==> config.mk <==
export PLATFORM = sky130hd
export DESIGN_NAME = cp0_nested_ctrl
export DESIGN_NICKNAME = d
export VERILOG_FILES = /design/src/rtl/cp0_nested_ctrl.sv
export SDC_FILE = /design/constraint.sdc
export NUM_CORES = 2
export LEC_CHECK = 0
export ABC_AREA = 1
export CORE_MARGIN = 5
export CORE_UTILIZATION = 40
export CTS_CLUSTER_SIZE = 20
export DETAILED_ROUTE_END_ITERATION = 16
export DONT_BUFFER_PORTS = 1
export PLACE_DENSITY = 0.57
export SYNTH_ARGS = -nofsm -noshare
export SYNTH_HDL_FRONTEND = slang
export SYNTH_SLANG_ARGS = --single-unit
==> constraint.sdc <==
create_clock -name clk -period 3.4 [get_ports clk]
set_clock_uncertainty 0.05 [all_clocks]
set_input_delay 0.68 -clock clk [delete_from_list [all_inputs] [get_ports clk]]
set_output_delay 0.68 -clock clk [all_outputs]
set_load 0.03 [all_outputs]
==> src/rtl/cp0_nested_ctrl.sv <==
// Privileged CP0 register file with a nesting stack of NEST_DEPTH, prioritised interrupts and optional vectored dispatch.
// Reads return one cycle later on data_r; work happens only when cpu_en=1, and redirect/flush hold through stalls.
module cp0_nested_ctrl #(
    parameter int              XLEN       = 32,
    parameter int              NUM_IRQ    = 3,
    parameter int              NEST_DEPTH = 4,
    parameter int              VECTORED   = 0,
    parameter logic [XLEN-1:0] VEC_STRIDE = 32'h20,
    parameter logic [XLEN-1:0] EHB_RESET  = 32'h24,
    localparam int             LW         = $clog2(NUM_IRQ + 2),
    localparam int             DW         = $clog2(NEST_DEPTH + 1)
) (
    input  logic               clk,
    input  logic               rst_n,
    input  logic               cpu_en,
    input  logic [2:0]         cp_oper,
    input  logic [4:0]         addr_r,
    output logic [XLEN-1:0]    data_r,
    input  logic [4:0]         addr_w,
    input  logic [XLEN-1:0]    data_w,
    input  logic [2:0]         exc_cause,
    input  logic [NUM_IRQ-1:0] irq,
    input  logic [XLEN-1:0]    except_ret_addr,
    output logic               redirect,
    output logic [XLEN-1:0]    redirect_addr,
    output logic               flush,
    output logic [LW-1:0]      cur_level,
    output logic [DW-1:0]      depth,
    output logic               fatal
);
    localparam int AW = (NEST_DEPTH > 1) ? $clog2(NEST_DEPTH) : 1;
    localparam logic [2:0] OP_MTC  = 3'd1;
    localparam logic [2:0] OP_ERET = 3'd3;
    localparam logic [4:0] REG_EHB    = 5'd3;
    localparam logic [4:0] REG_STATUS = 5'd12;
    localparam logic [4:0] REG_CAUSE  = 5'd13;
    localparam logic [4:0] REG_EPC    = 5'd14;

    logic [XLEN-1:0] r_regs    [32];
    logic [XLEN-1:0] r_stk_epc [NEST_DEPTH];
    logic [LW-1:0]   r_stk_lvl [NEST_DEPTH];
    logic [DW-1:0]   r_depth;
    logic [LW-1:0]   r_level;
    logic            r_fatal;
    logic            r_redirect;
    logic            r_flush;
    logic [XLEN-1:0] r_redirect_addr;
    logic [XLEN-1:0] r_data_r;

    logic            w_enable;
    logic            w_full;
    logic            w_adv;
    logic            w_mtc;
    logic            w_exc;
    logic            w_exc_take;
    logic            w_exc_fatal;
    logic            w_irq_take;
    logic            w_take;
    logic            w_eret;
    logic [LW-1:0]   w_irq_lvl;
    logic [LW-1:0]   w_new_lvl;
    logic [AW-1:0]   w_top_idx;
    logic [AW-1:0]   w_push_idx;
    logic [XLEN-1:0] w_top_epc;
    logic [XLEN-1:0] w_epc_view;
    logic [XLEN-1:0] w_ehb;
    logic [XLEN-1:0] w_vec_addr;
    logic [XLEN-1:0] w_ret_epc;
    logic [XLEN-1:0] w_rd_val;

    assign w_enable    = (r_regs[REG_STATUS][15:8] == 8'hFF);
    assign w_full      = (r_depth == DW'(NEST_DEPTH));
    assign w_adv       = cpu_en && !r_fatal;
    assign w_mtc       = cpu_en && (cp_oper == OP_MTC);
    assign w_exc       = w_adv && (exc_cause != 3'd0) && w_enable;
    assign w_exc_take  = w_exc && !w_full;
    assign w_exc_fatal = w_exc && w_full;

    // Ascending scan: the highest asserted line wins.
    always_comb begin
        w_irq_lvl = '0;
        for (int i = 0; i < NUM_IRQ; i++) begin
            if (irq[i]) w_irq_lvl = LW'(i + 1);
        end
    end

    assign w_irq_take = w_adv && !w_exc && w_enable && !w_full && (w_irq_lvl > r_level);
    assign w_take     = w_exc_take || w_irq_take;
    assign w_new_lvl  = w_exc_take ? LW'(NUM_IRQ + 1) : w_irq_lvl;
    // An ERET alongside any take is a flushed instruction and must not unwind.
    assign w_eret     = w_adv && (cp_oper == OP_ERET) && !w_take && !w_exc_fatal;

    assign w_top_idx  = (r_depth == '0) ? '0 : AW'(r_depth - DW'(1));
    assign w_push_idx = AW'(r_depth);
    assign w_top_epc  = r_stk_epc[w_top_idx];
    assign w_epc_view = (r_depth != '0) ? w_top_epc : r_regs[REG_EPC];
    assign w_ehb      = r_regs[REG_EHB];
    assign w_vec_addr = (VECTORED != 0) ? (w_ehb + XLEN'(w_new_lvl) * VEC_STRIDE) : w_ehb;
    assign w_ret_epc  = except_ret_addr + XLEN'(4);

    always_comb begin
        w_rd_val = r_regs[addr_r];
        if (addr_r == REG_CAUSE) begin
            w_rd_val               = '0;
            w_rd_val[2:0]          = r_regs[REG_CAUSE][2:0];
            w_rd_val[8 +: NUM_IRQ] = irq;
            w_rd_val[XLEN-1]       = r_fatal;
        end else if (addr_r == REG_EPC) begin
            w_rd_val = w_epc_view;
        end
        if (w_mtc && (addr_w == addr_r)) w_rd_val = data_w;
    end

    always_ff @(posedge clk or negedge rst_n) begin
        if (!rst_n) begin
            for (int i = 0; i < 32; i++) r_regs[i] <= (i == 3) ? EHB_RESET : '0;
        end else begin
            if (w_mtc) begin
                if (addr_w == REG_CAUSE) begin
                    r_regs[REG_CAUSE][2:0] <= data_w[2:0];
                end else if (addr_w == REG_EPC) begin
                    if (r_depth == '0) r_regs[REG_EPC] <= data_w;
                end else begin
                    r_regs[addr_w] <= data_w;
                end
            end
            if (w_exc_take) r_regs[REG_CAUSE][2:0] <= exc_cause;
        end
    end

    always_ff @(posedge clk or negedge rst_n) begin
        if (!rst_n) begin
            for (int i = 0; i < NEST_DEPTH; i++) begin
                r_stk_epc[i] <= '0;
                r_stk_lvl[i] <= '0;
            end
        end else begin
            if (w_mtc && (addr_w == REG_EPC) && (r_depth != '0)) r_stk_epc[w_top_idx] <= data_w;
            if (w_take) begin
                r_stk_epc[w_push_idx] <= w_ret_epc;
                r_stk_lvl[w_push_idx] <= r_level;
            end
        end
    end

    always_ff @(posedge clk or negedge rst_n) begin
        if (!rst_n) begin
            r_depth         <= '0;
            r_level         <= '0;
            r_fatal         <= 1'b0;
            r_redirect      <= 1'b0;
            r_flush         <= 1'b0;
            r_redirect_addr <= '0;
            r_data_r        <= '0;
        end else if (cpu_en) begin
            r_data_r <= w_rd_val;
            if (w_take) begin
                r_redirect      <= 1'b1;
                r_flush         <= 1'b1;
                r_redirect_addr <= w_vec_addr;
                r_level         <= w_new_lvl;
                r_depth         <= r_depth + DW'(1);
            end else if (w_exc_fatal) begin
                r_fatal         <= 1'b1;
                r_redirect      <= 1'b1;
                r_flush         <= 1'b1;
                r_redirect_addr <= w_ehb;
            end else if (w_eret) begin
                r_redirect      <= 1'b1;
                r_flush         <= 1'b0;
                r_redirect_addr <= w_epc_view;
                if (r_depth != '0) begin
                    r_level <= r_stk_lvl[w_top_idx];
                    r_depth <= r_depth - DW'(1);
                end else begin
                    r_level <= '0;
                end
            end else begin
                r_redirect <= 1'b0;
                r_flush    <= 1'b0;
            end
        end
    end

    assign data_r        = r_data_r;
    assign redirect      = r_redirect;
    assign redirect_addr = r_redirect_addr;
    assign flush         = r_flush;
    assign cur_level     = r_level;
    assign depth         = r_depth;
    assign fatal         = r_fatal;
endmodule

==> impl_metrics.py <==
metrics = {
    "place": {
        "pre_cts_slack_ns": 0.2583,
        "portBuffers": 0,
        "finalWeightedCongestion": 0.9494,
        "dp_hpwl_mm": 126.4,
    },
    "worst_setup_path": {
        "worst_setup_path_end_kind": "register",
        "cp_slowest_stage_delay_ns": 1.22,
        "cp_max_fo": 542,
        "cpMaxStageDelayCell": "o21ai_0",
        "worstPathRequired_ns": 4.04,
        "cp.arrival_ns": 3.81,
        "path_cells": "o21ai_0, nand2_1, a21oi_1, o211ai_1, nand3_1, nand2_1, a21oi_1",
        "path_class": "in2reg",
        "startpoint_type": "primary input",
    },
    "power": {
        "seqPwrFrac_pct": 46.5,
        "powerDensity_mw_per_mm2": 519.8,
        "p_sw_mw": 8.573,
        "p_int_mw": 25.41,
        "clkPwrFrac_pct": 46.0,
        "irDropWorstVdd_mv": 0.5097,
        "power.total_mw": 33.98,
        "leakage_nw": 29.70,
        "p_comb_share_pct": 7.5,
        "switching_share_pct": 25.23,
    },
    "die": {
        "die_w_um": 391.9,
        "dieArea_mm2": 0.1536,
        "ios": 159,
        "core_area_mm2": 0.1454,
        "row_count": 140,
        "initial_core_util_pct": 40.13,
        "die_h_um": 391.9,
    },
    "synth": {
        "synth-compound-area-share_pct": 15.92,
        "ys_warn_count": 0,
        "syn_inst": 7483,
        "synthXorXnorAreaFrac_pct": 0.4504,
        "ys_seq_area_share_pct": 53.06,
        "syn-mean-instance-area_um2": 7.797,
        "ys_ff_latch": 1237,
        "synth_top_family_by_area": "simple AND/OR/NAND/NOR gates",
        "synthAdderAreaFrac_pct": 0.1716,
        "synthSimpleGateAreaFrac_pct": 24.71,
        "synth-edff-count": 0,
        "synth_nets": 7577,
        "synthDistinctLibCells": 40,
        "muxShareOfSynthArea_pct": 0.07720,
        "synth_flop_cell": "dfrtp_1",
        "synthArstFlopShare_pct": 100.0,
        "synth_area_mm2": 0.05834,
    },
    "clocking": {
        "clk_latency_ns": 0.79,
        "cts_tree": "done",
        "cts-buffers-inserted": 138,
        "path_clk_slew_ns": 0.06,
        "root_buffer": "clkbuf_16",
        "clock_path_buffers": 3,
        "post-cts-setup-buffers": 0,
        "cts-htree-levels": 4,
        "cts_num_sinks": 1237,
    },
    "cells_and_area": {
        "fin_nets": 7316,
        "area_growth_pct": 12.05,
        "fillers": 14600,
        "drive_gt1_share_pct": 6.917,
        "utilization_pct": 44.97,
    },
    "min_path": {
        "hp-class": "in2reg",
    },
    "global_route": {
        "grt-ovfl-total": 0,
        "grt_pass1_wl_mm": 318.9,
        "grt_usage_pct": 27.10,
        "grt_max_degree": 543,
        "grt_pass1_vias": 48630,
        "antenna_found_initial": 4,
    },
    "sta": {
        "setup_viol": 0,
        "report.final.slew_viol_count": 339,
        "worstMarginPinSlew_ns": 2.275,
        "hold_viol": 0,
        "holdWs_ns": 0.04891,
        "timing.final.crit_share_pct": 93.28,
        "tns_ns": 0,
        "max_freq_mhz": 315.3,
        "worst_slack_ns": 0.2283,
        "max-slew-margin-rel_pct": -51.68,
        "min_period_ns": 3.172,
        "rsz0062_at_grt": "no",
    },
    "status": {
        "violations": "max-slew violations",
        "status": "complete, but fails checks",
    },
    "detailed_routing": {
        "vias": 52030,
        "firstDrtPassIters": 6,
        "routed_via_density": 5.626,
        "remaining_drc_errors": 0,
        "ant_nets": 0,
        "drt-total-wl_mm": 210.6,
        "wl_per_cell_um": 22.77,
        "drt-initial-drc-count": 5823,
    },
    "run": {
        "timing.max_cap.violations": 0,
    },
}
==> worst paths after layout <==
path                             start       endpoint  slack (ns)  cells after the start
setup / recovery             addr_r[0]     data_r[16]        0.23                      7
max in group asynchronous        rst_n     data_r[25]        1.78                      4
hold / removal              data_w[20]     data_r[20]        0.05                      2
hold reg to reg            r_regs[606]    r_regs[606]        0.32                      0
min in group asynchronous        rst_n    r_regs[354]        0.45                      2
setup reg to reg           r_regs[621]  r_stk_epc[33]        0.25                     11
==> registers in the layout (all words and copies together) (netlist names) <==
| name | cells |
|---|---|
| fatal | 1 |
| depth | 3 |
| r_stk_lvl | 12 |
| r_stk_epc | 128 |
| data_r | 32 |
| redirect | 1 |
| cur_level | 3 |
| w_ehb | 32 |
| flush | 1 |
| r_regs | 992 |
| redirect_addr | 32 |
==> metal layers <==
metal / GRT usage (%) / vias to the layer above / share of wire (%)
met5: 0 / - / 0.013
met4: 9.720 / 4 / 3.6
met3: 5.746 / 371 / 8.5
met2: 40.48 / 2098 / 44
met1: 38.99 / 25530 / 44
li1: - / 24020 / -
==> synthesized netlist by cell type, types with 2 or more instances <==
cell type	n	share of area, %
clkinv_1	3	0.019
buf_4	4	0.051
nand2_2	22	0.24
or2_2	9	0.096
o21ai_1	93	0.80
nor2_4	3	0.058
o21ai_0	1351	12
o22ai_1	8	0.086
xnor2_1	9	0.14
xor2_1	21	0.32
dfstp_2	2	0.090
o21bai_1	2	0.026
buf_2	68	0.58
a22o_1	4	0.060
nor3_2	6	0.10
a31oi_1	28	0.30
a21oi_1	247	2.1
nand2_1	2456	16
ha_1	8	0.17
a22oi_1	5	0.064
nor2_1	363	2.3
nor4_1	5	0.054
dfrtp_1	1235	53
o211ai_1	57	0.73
clkbuf_1	519	3.3
nand3_1	595	5.1
nor3_1	64	0.55
buf_1	35	0.23
nand4_1	23	0.25
mux2_2	4	0.077
a211oi_1	9	0.12
nand3_2	2	0.034
inv_1	205	1.3
inv_2	12	0.077
==> repair_timing <==
item                                   CTS  global route
setup endpoints to repair                0             2
gates resized for setup                  0             2
endpoints found under the hold margin   86             0
hold buffers                            21             0
==> per-stage QoR <==
stage               cells  instance area (um^2)
CTS                  9247                 65370
global placement     8978                 60440
detailed placement   8978                 60440
global route         9248                 65380
floorplan            7483                 58340
finish               9248                 65380
==> kinds of logic (layout without fill, tap and decap cells) <==
kind of cell,Yosys count,in the layout
and+or+nand+nor,3552,3552
AOI/OAI and AO/OA,1806,1806
DFF,1237,1237
buffers and inverters,846,693
xor gates and xnor gates,30,30
adders and majority gates,8,8
muxes,4,4
other,0,1
==> power by group through the flow <==
| stage | Clock [mW] | Combinational (mW) | Sequential [mW] |
|---|---|---|---|
| after global placement | 0 | 2.48 | 16.0 |
| after CTS | 15.8 | 2.56 | 15.8 |
| after detailed placement | 0 | 2.51 | 16.1 |
| after global routing | 16.4 | 2.86 | 15.9 |
| after floorplan | 0 | 1.56 | 15.9 |
| final | 15.6 | 2.55 | 15.8 |
==> final cells by class <==
type / count / area (um^2) / share of cell area [%]
multi-input combinational: 5400 / 24170 / 36.98
clock buffer: 216 / 4308 / 6.589
antenna: 1 / 2.502 / 0.003828
inverter: 220 / 840.8 / 1.286
timing repair buffer: 225 / 2287 / 3.499
sequential: 1237 / 30960 / 47.35
clock inverter: 32 / 406.6 / 0.6220
tap: 1917 / 2399 / 3.669
==> cells in the final DEF (no fill, tap or decap), types with 9 or more instances in the layout <==
master | Yosys | routed
nand2_1 | 2456 | 2439
o21ai_0 | 1351 | 1350
dfrtp_1 | 1235 | 1234
nand3_1 | 595 | 594
nor2_1 | 363 | 361
a21oi_1 | 247 | 247
inv_1 | 205 | 202
buf_4 | 4 | 161
clkbuf_16 | 0 | 147
o21ai_1 | 93 | 94
nor3_1 | 64 | 64
o211ai_1 | 57 | 57
buf_12 | 0 | 42
nand2_2 | 22 | 37
clkbuf_8 | 0 | 37
clkbuf_1 | 519 | 32
a31oi_1 | 28 | 28
nand4_1 | 23 | 23
xor2_1 | 21 | 21
dlygate4sd3_1 | 0 | 21
clkinv_2 | 0 | 15
inv_2 | 12 | 13
or2_2 | 9 | 9
xnor2_1 | 9 | 9
a211oi_1 | 9 | 9
==> critical path, delay by kind of cell <==
kind               cells  cell delay [ns]
and+or+nand+nor        3             0.46
AOI/OAI and AO/OA      4             1.63
(Power assumes the default switching activity.)
